### src/rtl/chan_scan_mux.sv
// Registered N-channel data selector: direct mode picks a channel by sel_in,
// scan mode walks every channel autonomously, dwelling DWELL cycles on each.
module chan_scan_mux #(
  parameter int WIDTH    = 8,
  parameter int CHANNELS = 4,
  parameter int SEL_W    = 2,
  parameter int DWELL    = 4,
  parameter int CNT_W    = 16
) (
  input  logic                        clk,
  input  logic                        rst,
  input  logic [CHANNELS*WIDTH-1:0]   din,
  input  logic [SEL_W-1:0]            sel_in,
  input  logic                        mode,
  input  logic                        en,
  input  logic                        hold,
  output logic [WIDTH-1:0]            dout,
  output logic [SEL_W-1:0]            dout_ch,
  output logic                        dout_valid,
  output logic                        sel_err,
  output logic                        wrap
);

  localparam int               SLOTS    = 1 << SEL_W;
  localparam logic [SEL_W:0]   CH_LIMIT = (SEL_W+1)'(CHANNELS);
  localparam logic [SEL_W-1:0] PTR_LAST = SEL_W'(CHANNELS - 1);
  localparam logic [CNT_W-1:0] CNT_LAST = CNT_W'(DWELL - 1);

  typedef enum logic {DIRECT, SCAN} state_t;

  state_t           state;
  logic [SEL_W-1:0] ptr;
  logic [CNT_W-1:0] cnt;
  logic             wrap_pend;
  logic [WIDTH-1:0] slot [SLOTS];
  logic             sel_ok;

  // Slots beyond CHANNELS read as zero so any sel_in indexes a defined entry
  for (genvar k = 0; k < SLOTS; k++) begin : g_slot
    if (k < CHANNELS) begin : g_live
      assign slot[k] = din[k*WIDTH +: WIDTH];
    end else begin : g_pad
      assign slot[k] = '0;
    end
  end

  assign sel_ok = {1'b0, sel_in} < CH_LIMIT;

  // wrap_pend delays the wrap pulse so it coincides with the first channel-0 sample
  always_ff @(posedge clk or posedge rst) begin
    if (rst) begin
      state      <= DIRECT;
      ptr        <= '0;
      cnt        <= '0;
      wrap_pend  <= 1'b0;
      dout       <= '0;
      dout_ch    <= '0;
      dout_valid <= 1'b0;
      sel_err    <= 1'b0;
      wrap       <= 1'b0;
    end else begin
      dout_valid <= 1'b0;
      wrap       <= 1'b0;
      if (en) begin
        if (!mode) begin
          state      <= DIRECT;
          ptr        <= '0;
          cnt        <= '0;
          wrap_pend  <= 1'b0;
          dout       <= sel_ok ? slot[sel_in] : '0;
          dout_ch    <= sel_in;
          dout_valid <= sel_ok;
          sel_err    <= !sel_ok;
        end else if (state == DIRECT) begin
          state      <= SCAN;
          ptr        <= '0;
          cnt        <= '0;
          wrap_pend  <= 1'b0;
          dout       <= slot[0];
          dout_ch    <= '0;
          dout_valid <= 1'b1;
          sel_err    <= 1'b0;
        end else begin
          dout       <= slot[ptr];
          dout_ch    <= ptr;
          dout_valid <= 1'b1;
          sel_err    <= 1'b0;
          if (!hold) begin
            wrap <= wrap_pend;
            if (cnt == CNT_LAST) begin
              cnt       <= '0;
              ptr       <= (ptr == PTR_LAST) ? '0 : ptr + 1'b1;
              wrap_pend <= (ptr == PTR_LAST);
            end else begin
              cnt       <= cnt + 1'b1;
              wrap_pend <= 1'b0;
            end
          end
        end
      end
    end
  end

endmodule

### config.mk
export PLATFORM = sky130hd
export DESIGN_NAME = chan_scan_mux
export DESIGN_NICKNAME = d
export VERILOG_FILES = /design/src/rtl/chan_scan_mux.sv
export SDC_FILE = /design/constraint.sdc
export NUM_CORES = 1
export LEC_CHECK = 0
export ABC_AREA = 1
export CAP_MARGIN = 20
export CORE_ASPECT_RATIO = 0.8
export CORE_MARGIN = 1.5
export CORE_UTILIZATION = 50
export DETAILED_ROUTE_END_ITERATION = 10
export PLACE_DENSITY = 0.8
export SYNTH_ARGS = -nofsm -noshare
export SYNTH_HDL_FRONTEND = slang
export SYNTH_SLANG_ARGS = --single-unit
### constraint.sdc
create_clock -name clk -period 1.6 [get_ports clk]
set_clock_uncertainty 0.1 [all_clocks]
set_input_delay 0.16 -clock clk [delete_from_list [all_inputs] [get_ports clk]]
set_output_delay 0.16 -clock clk [all_outputs]
set_load 0.01 [all_outputs]
==> results_dict.tcl <==
set metrics [dict create \
    yosysSeqAreaShare 0.365 \
    worstPathRequired_ps 1670 \
    dr.pass1.iters 7 \
    finalPower_w 0.00208 \
    antenna_found_initial 0 \
    fin_crit_sh 0.928 \
    ctsHtreeMaxLevel 2 \
    cts.clk_slew.worst_paths_ps 70 \
    gp_congestion 0.891 \
    whs_ps 167 \
    overflow 0 \
    finalWorstSetupSlack_ps 115 \
    synthTopCellsByArea "dfrtp_1 37%, nand2_1 16%, nor2_1 10%" \
    hold_buffers 0 \
    yosys.area.top_type "dfrtp_1" \
    drt.antenna.violating_nets 0 \
    crit_top_cell "nand2_1" \
    synth_edf_count 0 \
    reg2reg_depth 9 \
    nNetsFinal 449 \
    yosysTopAreaCellShare 0.365 \
    utilization 0.725 \
    cts_tree "yes" \
    startpoint "cnt[0]$_DFFE_PP0P_" \
    finalSetupViolations 0 \
    power_density_nw_per_um2 684 \
    p_leak_nw 1.45 \
    final_max_slew_viol_count 0 \
    worstSetupPathType "reg2reg" \
    place_ws_ps -2.62 \
    die_w_um 77.0 \
    numClockSinks 32 \
    post_cts_buffers 0 \
    cts_root_buf "clkbuf_8" \
    peakVddDrop_mv 0.566 \
    mostFrequentLayoutCells "94 x nand2_1, 57 x nor2_1, 50 x clkdlybuf4s50_1" \
    final.min_clock_period_ps 1480 \
    die_area_um2 4790 \
    wl_per_cell_um 13.1 \
    post_synth.cell_area_avg_um2 6.60 \
    grt_pass1_wl_mm 10.4 \
    final_common_cell "nand2_1" \
    diodes 0 \
    drc 0 \
    via_per_inst 5.18 \
    slowest_delay_ps 390 \
    fp-row-count 21 \
    hpwl_mm 4.63 \
    maxCapViolCount 0 \
    io_buffer_count 50 \
    pin_count 52 \
    drtIter0Drc 190 \
    crit_slowest_cell "dfrtp_1" \
    areaGrowthSynthToFinish_pct 39.0 \
    clk_latency_ps 290 \
    grt_max_degree 33 \
    drive_gt1_frac 0.137 \
    fillers 347 \
    reg2reg_setup_slack_ps 120 \
    wl_mm 6.09 \
    cp.depth 9 \
    grt_pass1_vias 2301 \
    final_hold_viol_count 0 \
    hold_path_class "in2async" \
    r2r_end "ptr[0]$_DFFE_PP0P_" \
    synth_top_flop_cell "dfrtp_1" \
    fmax_ghz 0.674 \
    crit_end "ptr[0]$_DFFE_PP0P_" \
    dr_total_vias 2410 \
    cts_max_path_buffers 2 \
    worstSetupStartpointType "flop" \
    syn_nets 373 \
    path_cells "ha_4, nand3_1, nor2_2, nand2_1, nand2_1, nand2_2, buf_12, nand2_1, o21ai_1" \
    async_reset_ff_frac 1.00 \
    end_kind "flop" \
    grt_usage 0.270 \
    ys_warn_count 0 \
    ys_ff_latch 32 \
    outcome "finished, final reports clean" \
    synthCells 332 \
    synthDistinctLibCells 31 \
    die_h_um 62.2 \
    cp_max_fo 13 \
    critPathTopFamily "simple AND/OR/NAND/NOR gates" \
    syn_area_um2 2190 \
    numCtsBuffers 5 \
    rr_startpoint "cnt[0]$_DFFE_PP0P_" \
    initial_core_util 0.521 \
    cp_num_buf_inv 1 \
    crit_arrival_ps 1560 \
    core-area_um2 4200 \
]
## metrics by stage
step	instance area (µm²)	instances	setup TNS (ps)
2_1_floorplan	2190	332	0
3_3_place_gp	2930	458	-115
3_5_place_dp	2930	458	-2.62
4_1_cts	3030	465	0
5_1_grt	3050	465	-5.96
6_report	3050	465	0
## worst min-delay path, stage by stage
cell and delay (ps):
clkdlybuf4s50_1 400, inv_1 50, buf_4 360
## synthesized netlist by cell type, drive strengths merged (2+ instances only)
library cell / number
nor3: 6
dfrtp: 32
a21oi: 9
o211ai: 2
ha: 2
nand3: 21
o221ai: 2
xor2: 2
inv: 38
nor2: 63
o2111ai: 4
nand4: 6
nand2: 98
xnor2: 2
o22ai: 2
o21ai: 29
buf: 10
## layout make-up
cell class                      count  area (µm²)  area share
Inverter                           39         146      0.0480
Tap cell                           57        71.3      0.0234
Multi-Input combinational cell    250        1190       0.392
Timing Repair Buffer               80         738       0.242
Sequential cell                    32         802       0.263
Clock buffer                        7        96.3      0.0316
## registers in the layout, summed over array words and instances (netlist names)
register    flops
cnt            16
dout            8
dout_ch         2
ptr             2
dout_valid      1
state           1
wrap            1
wrap_pend       1
## logic make-up after synthesis
| logic type | Yosys count | synth area share |
|---|---|---|
| AOI/OAI and AO/OA | 49 | 0.131 |
| other | 1 | 0.00171 |
| adders and majority gates | 2 | 0.0114 |
| buffers and inverters | 50 | 0.0993 |
| and+or+nand+nor | 194 | 0.376 |
| DFF | 32 | 0.365 |
| xor gates and xnor gates | 4 | 0.0160 |
## repair_timing
item / CTS / global route
resized for setup: 1 / 7
pin swaps: 0 / 1
endpoints found under the setup margin: 1 / 19
cloned: 0 / 0
## worst min path at each step
| stage | from | endpoint | slack [ps] | cells past startpoint |
|---|---|---|---|---|
| 6_report | rst | cnt[9]$_DFFE_PP0P_ | 170 | 3 |
| 2_1_floorplan | en | dout_valid$_DFF_PP0_ | 90 | 0 |
| 4_1_cts | rst | cnt[9]$_DFFE_PP0P_ | 190 | 3 |
| 5_1_grt | rst | cnt[6]$_DFFE_PP0P_ | 230 | 3 |
| 3_3_place_gp | dout[2]$_DFFE_PP0P_ | dout[2]$_DFFE_PP0P_ | 360 | 2 |
| 3_5_place_dp | wrap_pend$_DFFE_PP0P_ | wrap_pend$_DFFE_PP0P_ | 380 | 2 |
## metal layers
layer | part of all wire | up-vias | GRT usage
li1 | - | 1210 | -
met1 | 0.46 | 1096 | 0.379
met2 | 0.46 | 94 | 0.427
met3 | 0.066 | 10 | 0.0515
met4 | 0.013 | 0 | 0.0750
met5 | 0 | - | 0
## where the power goes
part	leakage (nW)	internal, W	switching [W]
Combinational	0.974	0.000261	0.000255
Sequential	0.424	0.000854	0.0000336
Clock	0.0503	0.000383	0.000298
Power figures use the tool's default switching activity.
